### src/rtl/gpr_scoreboard_arb.sv
// GPR write-port scheduler: a busy-bit scoreboard that stalls issue on RAW/WAW hazards,
// and ALU/LSU writeback arbitration in which a starvation counter hands the LSU priority.
module gpr_scoreboard_arb #(
  parameter int DATA_WIDTH   = 64,
  parameter int RF_SIZE      = 5,
  parameter int STARVE_LIMIT = 4
) (
  input  logic                    clk,
  input  logic                    rst,
  input  logic                    issue_valid_i,
  input  logic [RF_SIZE-1:0]      issue_rs1_i,
  input  logic [RF_SIZE-1:0]      issue_rs2_i,
  input  logic [RF_SIZE-1:0]      issue_rd_i,
  input  logic                    issue_rd_we_i,
  output logic                    issue_ready_o,
  input  logic                    alu_wb_valid_i,
  output logic                    alu_wb_ready_o,
  input  logic [RF_SIZE-1:0]      alu_wb_rd_i,
  input  logic [DATA_WIDTH-1:0]   alu_wb_data_i,
  input  logic                    lsu_wb_valid_i,
  output logic                    lsu_wb_ready_o,
  input  logic [RF_SIZE-1:0]      lsu_wb_rd_i,
  input  logic [DATA_WIDTH-1:0]   lsu_wb_data_i,
  output logic                    gpr_we_o,
  output logic [RF_SIZE-1:0]      gpr_rd_o,
  output logic [DATA_WIDTH-1:0]   gpr_data_o,
  output logic [(2**RF_SIZE)-1:0] busy_o,
  output logic                    err_o
);

  localparam int NREG = 2 ** RF_SIZE;
  localparam int CW   = $clog2(STARVE_LIMIT + 1);

  logic [NREG-1:0] busy_q;
  logic [NREG-1:0] busy_d;
  logic [NREG-1:0] eff_busy;
  logic [NREG-1:0] clr_mask;
  logic [NREG-1:0] set_mask;
  logic [CW-1:0]   wait_cnt;
  logic [CW-1:0]   wait_cnt_d;
  logic            err_q;
  logic            starve;
  logic            alu_ready;
  logic            lsu_ready;
  logic            alu_grant;
  logic            lsu_grant;
  logic            any_grant;
  logic [RF_SIZE-1:0] wb_rd;
  logic            wb_we;
  logic            issue_fire;
  logic            err_set;

  assign starve = (wait_cnt >= CW'(STARVE_LIMIT));

  always_comb begin
    alu_ready = 1'b1;
    lsu_ready = ~alu_wb_valid_i;
    if (starve) begin
      lsu_ready = 1'b1;
      alu_ready = ~lsu_wb_valid_i;
    end
  end

  assign alu_grant = alu_wb_valid_i & alu_ready;
  assign lsu_grant = lsu_wb_valid_i & lsu_ready;
  assign any_grant = alu_grant | lsu_grant;
  assign wb_rd     = lsu_grant ? lsu_wb_rd_i : alu_wb_rd_i;
  assign wb_we     = any_grant & (wb_rd != '0);

  // The write being committed this cycle releases its busy bit for the hazard check,
  // relying on the GPR's write-first bypass to forward the data.
  always_comb begin
    clr_mask = '0;
    if (wb_we) clr_mask[wb_rd] = 1'b1;
  end

  assign eff_busy = busy_q & ~clr_mask;

  assign issue_ready_o = ~(eff_busy[issue_rs1_i] | eff_busy[issue_rs2_i] |
                           (issue_rd_we_i & eff_busy[issue_rd_i]));
  assign issue_fire    = issue_valid_i & issue_ready_o;

  always_comb begin
    set_mask = '0;
    if (issue_fire && issue_rd_we_i && (issue_rd_i != '0)) set_mask[issue_rd_i] = 1'b1;
  end

  // Set is applied after clear so a same-cycle reissue to the released rd stays busy.
  always_comb begin
    busy_d    = (busy_q & ~clr_mask) | set_mask;
    busy_d[0] = 1'b0;
  end

  always_comb begin
    wait_cnt_d = wait_cnt;
    if (!lsu_wb_valid_i || lsu_grant) wait_cnt_d = '0;
    else if (wait_cnt < CW'(STARVE_LIMIT)) wait_cnt_d = wait_cnt + CW'(1);
  end

  assign err_set = wb_we & ~busy_q[wb_rd];

  always_ff @(posedge clk) begin
    if (rst) begin
      busy_q   <= '0;
      wait_cnt <= '0;
      err_q    <= 1'b0;
    end else begin
      busy_q   <= busy_d;
      wait_cnt <= wait_cnt_d;
      err_q    <= err_q | err_set;
    end
  end

  assign alu_wb_ready_o = alu_ready;
  assign lsu_wb_ready_o = lsu_ready;
  assign gpr_we_o       = wb_we;
  assign gpr_rd_o       = wb_rd;
  assign gpr_data_o     = lsu_grant ? lsu_wb_data_i : alu_wb_data_i;
  assign busy_o         = busy_q;
  assign err_o          = err_q;

endmodule

### config.mk
export PLATFORM = sky130hd
export DESIGN_NAME = gpr_scoreboard_arb
export DESIGN_NICKNAME = d
export VERILOG_FILES = /design/src/rtl/gpr_scoreboard_arb.sv
export SDC_FILE = /design/constraint.sdc
export NUM_CORES = 1
export LEC_CHECK = 0
export BUFFER_PORTS_ARGS = -buffer_cell sky130_fd_sc_hd__buf_2
export CAP_MARGIN = 20
export CORE_MARGIN = 1
export CORE_UTILIZATION = 35
export CTS_CLUSTER_SIZE = 12
export DETAILED_ROUTE_END_ITERATION = 8
export GPL_ROUTABILITY_DRIVEN = 0
export HOLD_SLACK_MARGIN = 0.03
export PLACE_DENSITY = 0.74
export RECOVER_POWER = 50
export SLEW_MARGIN = 10
export SYNTH_ARGS = -nofsm -noshare
export SYNTH_HDL_FRONTEND = slang
export SYNTH_SLANG_ARGS = --single-unit
### constraint.sdc
create_clock -name clk -period 2.8 [get_ports clk]
set_input_delay 0.28 -clock clk [delete_from_list [all_inputs] [get_ports clk]]
set_output_delay 0.28 -clock clk [all_outputs]
set_load 0.01 [all_outputs]
Word-level counts from Yosys, hierarchy flattened
Cells that the tools add are included.
- add/sub/neg operators: 1
- multiply operators: 0
- div/mod/pow operators: 0
- magnitude comparators: 8
- eq/ne operators: 0
- shift operators: 0
- muxes and demuxes: 18
- bitwise gates (word level): 17
- reduce and logical (&&, ||, !) cells: 9
- operators with widths (cell ; count):
    $mux 32 ; 2
    $mux 64 ; 1
    $and 32x32->32 ; 1
    $not 32->32 ; 1
    $or 32x32->32 ; 1
    $lt 5x6->1 const B ; 4
    $bmux 1 s5 ; 4
    $demux 1 s5 ; 2
    $ge 5x1->1 const B ; 2
    $reduce_bool 5->1 ; 2
    $mux 1 ; 8
    $and 1x1->1 ; 6
    $mux 5 ; 1
    $logic_and 1x1->1 ; 4
    $not 1->1 ; 4
    $or 1x1->1 ; 4
    $add 3x1->3 const B ; 1
    $ge 3x3->1 const B ; 1
    $lt 3x3->1 const B ; 1
    $reduce_or 2->1 ; 1
    $logic_not 1->1 ; 1
    $logic_or 1x1->1 ; 1
- bits in registers: 36
- bits in latches: 0
- RAM bits: 0
- bits in read-only memories: 0
- input port bits: 159
- word-level logic and storage cells: 57
- memories kept: 0

Logic depth before layout (Yosys ltp)
- depth after elaboration: 21
- mapped depth: 14

Worst setup path before layout
OpenSTA, ideal clock, no wires.
- path kind: register -> output
- from: register wait_cnt[2]
- to: output issue_ready_o
- arrival: 2.445 ns
- data required time: 2.520 ns
- slack: 0.075 ns
- stages on the path, launching flop included: 14
- buffers on the path: 4
- path through: dfxtp_1 nor2b_1 buf_4 inv_4 buf_2 buf_2 nand4b_1 o21ai_0 a311o_1 a221o_1 a32oi_1 o2111ai_1 buf_2 and3_1
- word-level cells in the longest chain between the ends: 16
- ends and longest elaborated chain (what ; RTL line ; RTL):
    from (decl) ; 39 ; logic [CW-1:0] wait_cnt;
    from (signal assigned) ; 109 ; wait_cnt <= wait_cnt_d;
    $ge 3x3->1 (*) ; 53 ; assign starve = (wait_cnt >= CW'(STARVE_LIMIT));
    $mux 1 (*) ; 58 ; if (starve) begin
    via lsu_wb_ready_o ; 21 ; output logic lsu_wb_ready_o,
    $and 1x1->1 (*) ; 65 ; assign lsu_grant = lsu_wb_valid_i & lsu_ready;
    $mux 5 ; 67 ; assign wb_rd = lsu_grant ? lsu_wb_rd_i : alu_wb_rd_i;
    $lt 5x6->1 (not written as such) / $ge 5x1->1 (equally long branches) ; 74 ; if (wb_we) clr_mask[wb_rd] = 1'b1;
    $logic_and 1x1->1 (not written as such) ; 74 ;
    $mux 1 (not written as such) ; 74 ;
    $demux 1 s5 ; 74 ;
    $mux 32 (*) ; 74 ;
    $not 32->32 (*) ; 77 ; assign eff_busy = busy_q & ~clr_mask;
    $and 32x32->32 (*) ; 77 ;
    $bmux 1 s5 (on tied branches) ; 79, 80 ;
    $mux 1 (on tied branches) ; 79, 80 ;
    $or 1x1->1 / $and 1x1->1 (equally long branches) ; 79, 80 ;
    $or 1x1->1 (*) ; 79 ; assign issue_ready_o = ~(eff_busy[issue_rs1_i] | eff_busy[issue_rs2_i] |
    $not 1->1 (*) ; 79 ;
    to (decl) ; 15 ; output logic issue_ready_o,
The timed path passes the listed nets; every way through them passes the cells marked *. The select of a mux whose other input is x is not followed.

Final worst setup path
- from: register wait_cnt[2]
- to: output issue_ready_o
- word-level cells in the longest chain between the ends: 16
- ends and longest elaborated chain (what ; RTL line):
    $ge 3x3->1 (*) ; 53
    $mux 1 ; 58
    $and 1x1->1 ; 65
    $mux 5 ; 67
    $lt 5x6->1 (not written as such) / $ge 5x1->1 (equally long branches) ; 74
    $logic_and 1x1->1 (not written as such) ; 74
    $mux 1 (not written as such) ; 74
    $demux 1 s5 ; 74
    $mux 32 (*) ; 74
    $not 32->32 (*) ; 77
    $and 32x32->32 (*) ; 77
    $bmux 1 s5 (on tied branches) ; 79, 80
    $mux 1 (on tied branches) ; 79, 80
    $or 1x1->1 / $and 1x1->1 (equally long branches) ; 79, 80
    $or 1x1->1 (*) ; 79
    $not 1->1 (*) ; 79
Mark *: on every way between the ends. The rest lies on a longest branch, timed or not. The select of a mux whose other input is x is not followed.

==> impl_metrics.xml <==
<?xml version="1.0" encoding="UTF-8"?>
<metrics>
  <group name="outcome">
    <metric name="outcome" unit="">complete, but fails checks</metric>
    <metric name="violations" unit="">setup timing</metric>
  </group>
  <group name="global_routing">
    <metric name="grt.overflow.total" unit="">0</metric>
    <metric name="first_global_vias" unit="">6897</metric>
    <metric name="grt_start_max_net_pins" unit="">68</metric>
    <metric name="grt_antenna_before_repair" unit="">3</metric>
    <metric name="grt_pass1_wl" unit="mm">38.6</metric>
    <metric name="grt_usage" unit="%">35.1</metric>
  </group>
  <group name="synthesis">
    <metric name="synth_cells" unit="">753</metric>
    <metric name="ys_seq_area_share" unit="%">14.6</metric>
    <metric name="netlist-cell-type-count" unit="">77</metric>
    <metric name="synthDominantCellAreaShare" unit="%">18.8</metric>
    <metric name="synth_top_area_cell" unit="">sky130_fd_sc_hd__nand2_1</metric>
    <metric name="edff_count_synth" unit="">0</metric>
    <metric name="synth.cells.most_frequent" unit="">241 x sky130_fd_sc_hd__nand2_1, 42 x sky130_fd_sc_hd__clkbuf_1, 38 x sky130_fd_sc_hd__nand4_1</metric>
    <metric name="yosys.cell_count.top_type" unit="">sky130_fd_sc_hd__nand2_1</metric>
    <metric name="synthFlopType" unit="">sky130_fd_sc_hd__dfxtp_1</metric>
    <metric name="post_synth_instance_area" unit="um2">4810</metric>
    <metric name="synthArstFlopShare" unit="%">0</metric>
    <metric name="synth.area.top_cells" unit="">sky130_fd_sc_hd__nand2_1 19%, sky130_fd_sc_hd__dfxtp_1 15%, sky130_fd_sc_hd__nand4_1 4.9%</metric>
    <metric name="ys_seq_elements" unit="">35</metric>
    <metric name="synth_area_per_cell" unit="um2">6.39</metric>
    <metric name="synth_warnings" unit="">0</metric>
    <metric name="mappedNetlistNets" unit="">913</metric>
  </group>
  <group name="cts">
    <metric name="clock_sinks" unit="">35</metric>
    <metric name="cts.reportedPaths.clkPinSlew" unit="ns">0.05</metric>
    <metric name="ctsHtreeMaxLevel" unit="">2</metric>
    <metric name="tritoncts" unit="">done</metric>
    <metric name="cts_root_buffer" unit="">sky130_fd_sc_hd__clkbuf_16</metric>
    <metric name="cts_max_path_buffers" unit="">2</metric>
    <metric name="cts_buffers" unit="">5</metric>
    <metric name="ctsHoldBuffers" unit="">0</metric>
    <metric name="clk-insertion-delay-late" unit="ns">0.29</metric>
  </group>
  <group name="pwr">
    <metric name="combPwrFrac" unit="%">45.2</metric>
    <metric name="switch_share" unit="%">36.3</metric>
    <metric name="power_per_cell_area" unit="nW/um2">283</metric>
    <metric name="p_clk_share" unit="%">31.1</metric>
    <metric name="p_leak" unit="nW">3.58</metric>
    <metric name="vdd.ir_drop.worst" unit="uV">334</metric>
    <metric name="power.share.sequential" unit="%">23.7</metric>
    <metric name="cell_internal_pwr" unit="mW">1.36</metric>
    <metric name="power.total" unit="mW">2.14</metric>
    <metric name="power.switching" unit="mW">0.777</metric>
  </group>
  <group name="die">
    <metric name="row_count" unit="">42</metric>
    <metric name="initial_core_utilization" unit="%">36.0</metric>
    <metric name="die-height" unit="um">119</metric>
    <metric name="top_level_ports" unit="">265</metric>
    <metric name="die_width" unit="um">119</metric>
    <metric name="core-area" unit="um2">13300</metric>
    <metric name="die-area" unit="um2">14200</metric>
  </group>
  <group name="finish">
    <metric name="final-instance-count-excl-fill" unit="">1272</metric>
    <metric name="drive_gt1_share" unit="%">44.0</metric>
    <metric name="flow.area_growth_from_synthesis" unit="%">57.0</metric>
    <metric name="final_nets" unit="">1252</metric>
  </group>
  <group name="detailed_routing">
    <metric name="post-route-drc-count" unit="">0</metric>
    <metric name="viasPerCell" unit="">5.94</metric>
    <metric name="detail_route.first_pass.iterations" unit="">6</metric>
    <metric name="postRouteAntennaNets" unit="">0</metric>
    <metric name="vias" unit="">7560</metric>
    <metric name="route.final.wire_length" unit="mm">26.2</metric>
    <metric name="drt_iter0_drc" unit="">987</metric>
    <metric name="wl_per_cell" unit="um">20.6</metric>
  </group>
  <group name="timing">
    <metric name="fin_hold_ws" unit="ns">0.428</metric>
    <metric name="clock-skew-final" unit="ns">0.00648</metric>
    <metric name="min_period_over_period" unit="%">117</metric>
    <metric name="final_max_slew_viol_count" unit="">0</metric>
    <metric name="finalHoldViolCount" unit="">0</metric>
    <metric name="maxSlewHeadroom" unit="%">53.8</metric>
    <metric name="setup_tns" unit="ns">-8.19</metric>
    <metric name="report.final.setup_viol" unit="">32</metric>
    <metric name="max_clock_freq" unit="MHz">305</metric>
    <metric name="min_period" unit="ns">3.28</metric>
    <metric name="setup_slack" unit="ns">-0.483</metric>
    <metric name="timing_worst_slew_pin_value" unit="ns">0.693</metric>
    <metric name="grt_setup_unrepaired" unit="">true</metric>
  </group>
  <group name="setup_path">
    <metric name="crit_arrival" unit="ns">3.00</metric>
    <metric name="timing.critical_path.fanout_max" unit="">11</metric>
    <metric name="worst-endpoint-required" unit="ns">2.52</metric>
    <metric name="startpoint_type" unit="">flop</metric>
    <metric name="critPathCaptureType" unit="">output port</metric>
    <metric name="classification_of_the_worst_setup_path" unit="">flop to output port</metric>
  </group>
  <group name="flow_run">
    <metric name="max_cap_viol_count" unit="">0</metric>
  </group>
  <group name="placed_design">
    <metric name="place_inst" unit="">1251</metric>
    <metric name="detailed_place_hpwl" unit="mm">20.2</metric>
    <metric name="place_worst_setup_slack" unit="ns">-0.356</metric>
    <metric name="port_buffer_count" unit="">263</metric>
  </group>
  <group name="worst_hold_path">
    <metric name="min-delay-path-class" unit="">flop to flop</metric>
  </group>
</metrics>
-- worst max-delay path, cell delays in order (launching register included) --
cell,delay (ns)
sky130_fd_sc_hd__dfxtp_2,0.34
sky130_fd_sc_hd__nor2b_2,0.13
sky130_fd_sc_hd__buf_6,0.16
sky130_fd_sc_hd__buf_6,0.17
sky130_fd_sc_hd__nor3_1,0.08
sky130_fd_sc_hd__buf_4,0.14
sky130_fd_sc_hd__o21ai_0,0.42
sky130_fd_sc_hd__nand2_1,0.20
sky130_fd_sc_hd__o21a_1,0.20
sky130_fd_sc_hd__o31ai_1,0.33
sky130_fd_sc_hd__o22ai_2,0.17
sky130_fd_sc_hd__and3_1,0.23
sky130_fd_sc_hd__buf_2,0.14
-- placed cells by master (no fill, tap or decap), types with 12 or more instances in the layout --
cell type	netlist	final
sky130_fd_sc_hd__buf_2	11	251
sky130_fd_sc_hd__buf_4	2	118
sky130_fd_sc_hd__clkbuf_1	42	12
sky130_fd_sc_hd__dfxtp_1	35	34
sky130_fd_sc_hd__inv_1	20	20
sky130_fd_sc_hd__nand2_1	241	240
sky130_fd_sc_hd__nand2b_1	18	17
sky130_fd_sc_hd__nand3_1	13	13
sky130_fd_sc_hd__nand3b_1	12	12
sky130_fd_sc_hd__nand4_1	38	38
sky130_fd_sc_hd__nor2_1	26	25
sky130_fd_sc_hd__nor2b_1	15	13
sky130_fd_sc_hd__nor3_1	18	18
sky130_fd_sc_hd__o21ai_0	26	21
sky130_fd_sc_hd__o21ai_2	23	24
-- per-stage QoR --
step	instance area (um2)	utilization, %
floorplan	4810	-
global placement	7050	52.8
detailed placement	7050	52.8
CTS	7510	56.3
global route	7550	56.6
finish	7550	56.6
-- kinds of logic (layout without fill, tap and decap cells) --
| family | after synthesis | after routing | share of synthesized area [%] |
|---|---|---|---|
| mux | 14 | 14 | 4.34 |
| compound gates | 181 | 181 | 30.1 |
| other cells | 1 | 4 | 0.0779 |
| simple gates | 432 | 432 | 42.5 |
| fa+ha+maj | 1 | 1 | 0.260 |
| buf+inv | 87 | 427 | 7.75 |
| xor+xnor | 2 | 2 | 0.364 |
| flops | 35 | 35 | 14.6 |
-- worst paths after layout --
check / startpoint / end / slack (ns) / depth (start not counted)
worst max-delay path: wait_cnt[2] / issue_ready_o / -0.48 / 12
worst min-delay path: wait_cnt[0] / wait_cnt[0] / 0.43 / 1
worst min register to register: wait_cnt[0] / wait_cnt[0] / 0.43 / 1
worst max register to register: wait_cnt[2] / busy_o[16] / -0.32 / 11
-- repair_timing --
action,in CTS,in global routing
gates resized for setup,43,9
pin swaps,20,5
gates cloned,3,0
buffers inserted,6,1
setup endpoints to repair,33,33
-- cell type report --
type                            count  area (um2)
Antenna cell                        3        7.51
Clock buffer                        6         139
Clock inverter                      2        35.0
Fill cell                        1262        5790
Inverter                           23        93.8
Multi-Input combinational cell    631        3930
Sequential cell                    35         702
Tap cell                          176         220
Timing Repair Buffer              395        2420
Timing Repair inverter              1        6.26
-- state kept, by name (all words and copies together) (netlist names) --
signal    count
busy_o       31
err_o         1
wait_cnt      3
-- layer usage --
metal  global-route usage [%]  share of wire (%)
met2                     58.8                 47
met5                        0                  0
met3                     7.38                 12
met4                     16.4                4.9
met1                     42.7                 37
-- power by group through the flow --
| stage | clock (mW) | sequential, mW | combinational (mW) |
|---|---|---|---|
| 2_1_floorplan | 0 | 0.518 | 0.426 |
| 3_5_place_dp | 0 | 0.517 | 0.859 |
| 3_3_place_gp | 0 | 0.517 | 0.850 |
| 6_report | 0.666 | 0.507 | 0.967 |
| 4_1_cts | 0.664 | 0.506 | 0.936 |
| 5_1_grt | 0.686 | 0.507 | 1.02 |
Note: power is estimated with default switching activity, not from simulation.
